## src/rtl/bus_move_sequencer.sv

```systemverilog
// Register-transfer sequencer for the shared 16-bit data bus.
// Walks MOV / SWAP / LDI / NOP through one-hot read/write enables and owns the bus for immediates and the swap temporary.
module bus_move_sequencer #(
  parameter int NREGS  = 8,
  parameter int IDX_W  = 3,
  parameter int DATA_W = 16
) (
  input  logic              clk,
  input  logic              rst_n,
  input  logic              start,
  input  logic [1:0]        op,
  input  logic [IDX_W-1:0]  src,
  input  logic [IDX_W-1:0]  dst,
  input  logic [DATA_W-1:0] imm,
  input  logic [DATA_W-1:0] bus_in,
  output logic [NREGS-1:0]  reg_read,
  output logic [NREGS-1:0]  reg_write,
  output logic [DATA_W-1:0] bus_out,
  output logic              bus_oe,
  output logic              busy,
  output logic              done
);

  typedef enum logic [2:0] {
    S_IDLE, S_MOV, S_LDI, S_SW1, S_SW2, S_SW3, S_NOP
  } state_t;

  state_t            state;
  logic [IDX_W-1:0]  src_q, dst_q;
  logic [DATA_W-1:0] imm_q, temp;

  // Out-of-range indices decode to no enable at all.
  function automatic logic [NREGS-1:0] onehot(input logic [IDX_W-1:0] idx);
    onehot = '0;
    for (int i = 0; i < NREGS; i++)
      if (int'(idx) == i) onehot[i] = 1'b1;
  endfunction

  always_ff @(posedge clk or negedge rst_n) begin
    if (!rst_n) begin
      state <= S_IDLE;
      src_q <= '0;
      dst_q <= '0;
      imm_q <= '0;
      temp  <= '0;
      done  <= 1'b0;
    end else begin
      done <= 1'b0;
      case (state)
        S_IDLE: if (start) begin
          src_q <= src;
          dst_q <= dst;
          imm_q <= imm;
          case (op)
            2'd0:    state <= S_MOV;
            2'd1:    state <= S_SW1;
            2'd2:    state <= S_LDI;
            default: state <= S_NOP;
          endcase
        end
        S_SW1: begin
          temp  <= bus_in;
          state <= S_SW2;
        end
        S_SW2: state <= S_SW3;
        default: begin
          state <= S_IDLE;
          done  <= 1'b1;
        end
      endcase
    end
  end

  // Enables depend only on registered state and latched operands.
  always_comb begin
    reg_read  = '0;
    reg_write = '0;
    bus_oe    = 1'b0;
    bus_out   = '0;
    case (state)
      S_MOV: begin
        reg_read  = onehot(src_q);
        reg_write = onehot(dst_q);
      end
      S_LDI: begin
        bus_oe    = 1'b1;
        bus_out   = imm_q;
        reg_write = onehot(dst_q);
      end
      S_SW1: reg_read = onehot(src_q);
      S_SW2: begin
        reg_read  = onehot(dst_q);
        reg_write = onehot(src_q);
      end
      S_SW3: begin
        bus_oe    = 1'b1;
        bus_out   = temp;
        reg_write = onehot(dst_q);
      end
      default: ;
    endcase
  end

  assign busy = (state != S_IDLE);

  always @(posedge clk) begin
    if (rst_n) begin
      assert (int'($countones(reg_read)) + int'(bus_oe) <= 1);
      assert ($countones(reg_write) <= 1);
      assert (bus_oe || bus_out == '0);
    end
  end

endmodule

```

## config.mk

```make
export PLATFORM = sky130hd
export DESIGN_NAME = bus_move_sequencer
export DESIGN_NICKNAME = d
export VERILOG_FILES = /design/src/rtl/bus_move_sequencer.sv
export SDC_FILE = /design/constraint.sdc
export NUM_CORES = 1
export LEC_CHECK = 0
export BUFFER_PORTS_ARGS = -buffer_cell sky130_fd_sc_hd__buf_2
export CAP_MARGIN = 20
export CORE_MARGIN = 2
export CORE_UTILIZATION = 40
export CTS_BUF_LIST = sky130_fd_sc_hd__clkbuf_2 sky130_fd_sc_hd__clkbuf_4 sky130_fd_sc_hd__clkbuf_8
export CTS_CLUSTER_SIZE = 25
export DETAILED_ROUTE_END_ITERATION = 8
export GPL_ROUTABILITY_DRIVEN = 0
export PLACE_DENSITY = 0.73
export REMOVE_ABC_BUFFERS = 1
export SLEW_MARGIN = 25
export SYNTH_ARGS = -nofsm -noshare
export SYNTH_HDL_FRONTEND = slang
export SYNTH_SLANG_ARGS = --single-unit
```

## constraint.sdc

```tcl
create_clock -name clk -period 1.95 [get_ports clk]
set_clock_uncertainty 0.2 [all_clocks]
set_input_delay 0.195 -clock clk [delete_from_list [all_inputs] [get_ports clk]]
set_output_delay 0.195 -clock clk [all_outputs]
set_load 0.05 [all_outputs]
```

==> metrics <==
setup ws final -0.0912 ns; Initial Util 0.411; layout net count 329; Post-synth EDFFs 0; kind of capture point of the worst setup path output pin; slowest stage delay, CP 0.47 ns; clock sinks 42; commonest non-fill, non-tap cell in the layout buf_2; ys flop type dfrtp_1; Clock Tree Root clkbuf_8; # diodes 0; worst-path fanout max 5; Die Y 76.2 um; Post-Route WL 6260 um; sequential fraction of the synthesis area 0.504; worst slew pin tran 0.516 ns; cell taking the most area after synthesis dfrtp_1; gr ovfl total 0; Static Leak 1.64 nW; gr busiest metal met2; Slew HR 0.656; violated checks setup timing; GRT Total Usage 0.201; Setup Crit Path Kind flip-flop to output pin; worst vdd ir 0.827 mV; top cell type's share of synthesized area 0.504; hpwl dp 3370 um; largest net degree at the start of global routing 43; DRC viols 0; first-pass GRT wire length 9270 um; Largest delay share family, worst path flip-flops; global routing usage on met1 0.241; CTS H-tree lvls 2; Fmax 490 MHz; IO Pins 78; number of global-route vias before repair 1,932; outcome finished, violations left; non-filler cells, final 357; MaxCap Viol Count 0; initial drt markers 70; R2R Path Start state[0]; CTS tree built; post-synthesis register bit count 42; max-slew violations 0; Pre-Repair DR Iteration Count 4; most frequent cells in the layout buf_2 (44), dlygate4sd3_1 (41), dfrtp_1 (39), buf_6 (38); crit-path most repeated cell buf_6; Setup WS pre-CTS 0.0847 ns; hold path startpoint start; Post-synth ARST share 1.00; initial antenna violation count 0; Mapped Cells 153; die area 5810 sq um; vias after detailed routing 1,844; Buffers on Ports 77; WP buf/inv 2; CP required 1.55 ns; Vias/cell 5.17; clock tree buffer depth 2; Synth cell types 28; clock slew at the register clock pins of the worst setup and hold paths 0.07 ns; Power Density 1590 nW/um^2; Syn Area/Cell 13.6 sq um; P&R area growth vs syn 72.1%; fin crit period 2.04 ns; met3 Usage GRT 0.0509; clock latency at the later pin of the worst-skew pair 0.29 ns; share of cells above drive strength 1 0.613; post-DR wirelength/cell 17.5 um; Critical-path top delay cell dfrtp_2; launch point of the worst path state[0]; CTS buffer count 5; period utilization 1.05; # fillers 356; Critical Path, Cell by Cell nor3b_4 -> buf_6 -> o21bai_4 -> o22ai_2 -> buf_6; Placed Cells 301; WP data arrival 1.65 ns; Die Wd 76.2 um; Final ANT Viol Nets 0; core footprint 5070 sq um; register area 1050 sq um; startpoint types flip-flop; YS warnings 0; largest cells by area after synthesis dfrtp_1 (50%), mux2_4 (14%), mux2_2 (10%), a22o_1 (6.7%), o22ai_1 (4.8%); mapped cell area 2090 sq um; met2 Usage GRT 0.365; Rows 26; RSZ-0062 raised after global routing true; area of the multi-input gates 1150 sq um; Hold/Removal Path Class input port to flip-flop; Finish-stage setup viols 33; Final Hold Viols 0
-- synth_stat cells (2+ instances only) --
library cell  number
nand2_1            5
mux2_2            19
buf_2              4
inv_1              2
or2_2              3
dfrtp_1           42
nand2b_1           7
a22o_1            16
buf_12             2
o21a_1             2
mux2_4            19
o22ai_1           16
-- cell type report --
| cell class | instances | area share |
|---|---|---|
| Clock inverter | 1 | 0.00836 |
| Inverter | 2 | 0.00209 |
| Clock buffer | 7 | 0.0233 |
| Multi-Input combinational cell | 101 | 0.321 |
| Tap cell | 70 | 0.0244 |
| Sequential cell | 42 | 0.294 |
| Timing Repair Buffer | 134 | 0.327 |
-- layer usage --
metal	vias up	wire, um
met3	8	340
met1	921	2460
li1	839	-
met2	76	3400
met4	0	58
met5	-	0
-- cells by family after synthesis --
group,Yosys count,synth area share
AOI/OAI and AO/OA,39,0.137
buffers and inverters,10,0.0414
DFF,42,0.504
muxes,38,0.239
and+or+nand+nor,24,0.0785
-- power by group --
group          leakage, nW  total, mW  internal [mW]  switching [mW]
Sequential           0.492       1.66           1.32           0.342
Clock               0.0593      0.701          0.411           0.290
Combinational         1.08       3.36           1.58            1.79
-- flip-flops by register name (all words and copies together), names as in the netlist --
| signal | cells |
|---|---|
| state | 3 |
| imm_q | 16 |
| src_q | 3 |
| done | 1 |
| dst_q | 3 |
| temp | 16 |
-- worst min-delay path, stage by stage --
cell and delay (ns):
buf_2 0.11, a21oi_1 0.14, nor3_1 0.06
-- path summary, 6_finish.rpt --
kind	to	cells after the start	slack [ns]
max	reg_write[1]	5	-0.09
min reg2reg	temp[2]	1	0.31
min in group asynchronous	temp[8]	3	0.32
max reg2reg	dst_q[2]	4	0.08
max in group asynchronous	state[1]	3	0.84
min	state[0]	3	0.05
-- stage by stage --
step                hold slack (ns)  power, mW  utilization  TNS (ns)  instance area, sq um
floorplan                    -0.301       3.50            -     -8.47                  2010
global placement             0.0970       4.07        0.507         0                  2570
detailed placement           0.0945       4.14        0.507         0                  2570
CTS                          0.0412       5.33        0.666    -0.482                  3380
global route                 0.0565       5.98        0.708     -3.73                  3590
finish                       0.0519       5.72        0.708     -1.30                  3590
-- what timing repair did --
item	4_1_cts	5_1_grt
setup buffers	6	0
cloned	1	0
pin swaps	28	6
setup endpoints to repair	33	49
hold endpoints to repair	81	0
hold buffers	41	0
gates resized for setup	75	40
No activity file was read; power rests on OpenSTA's default activity.
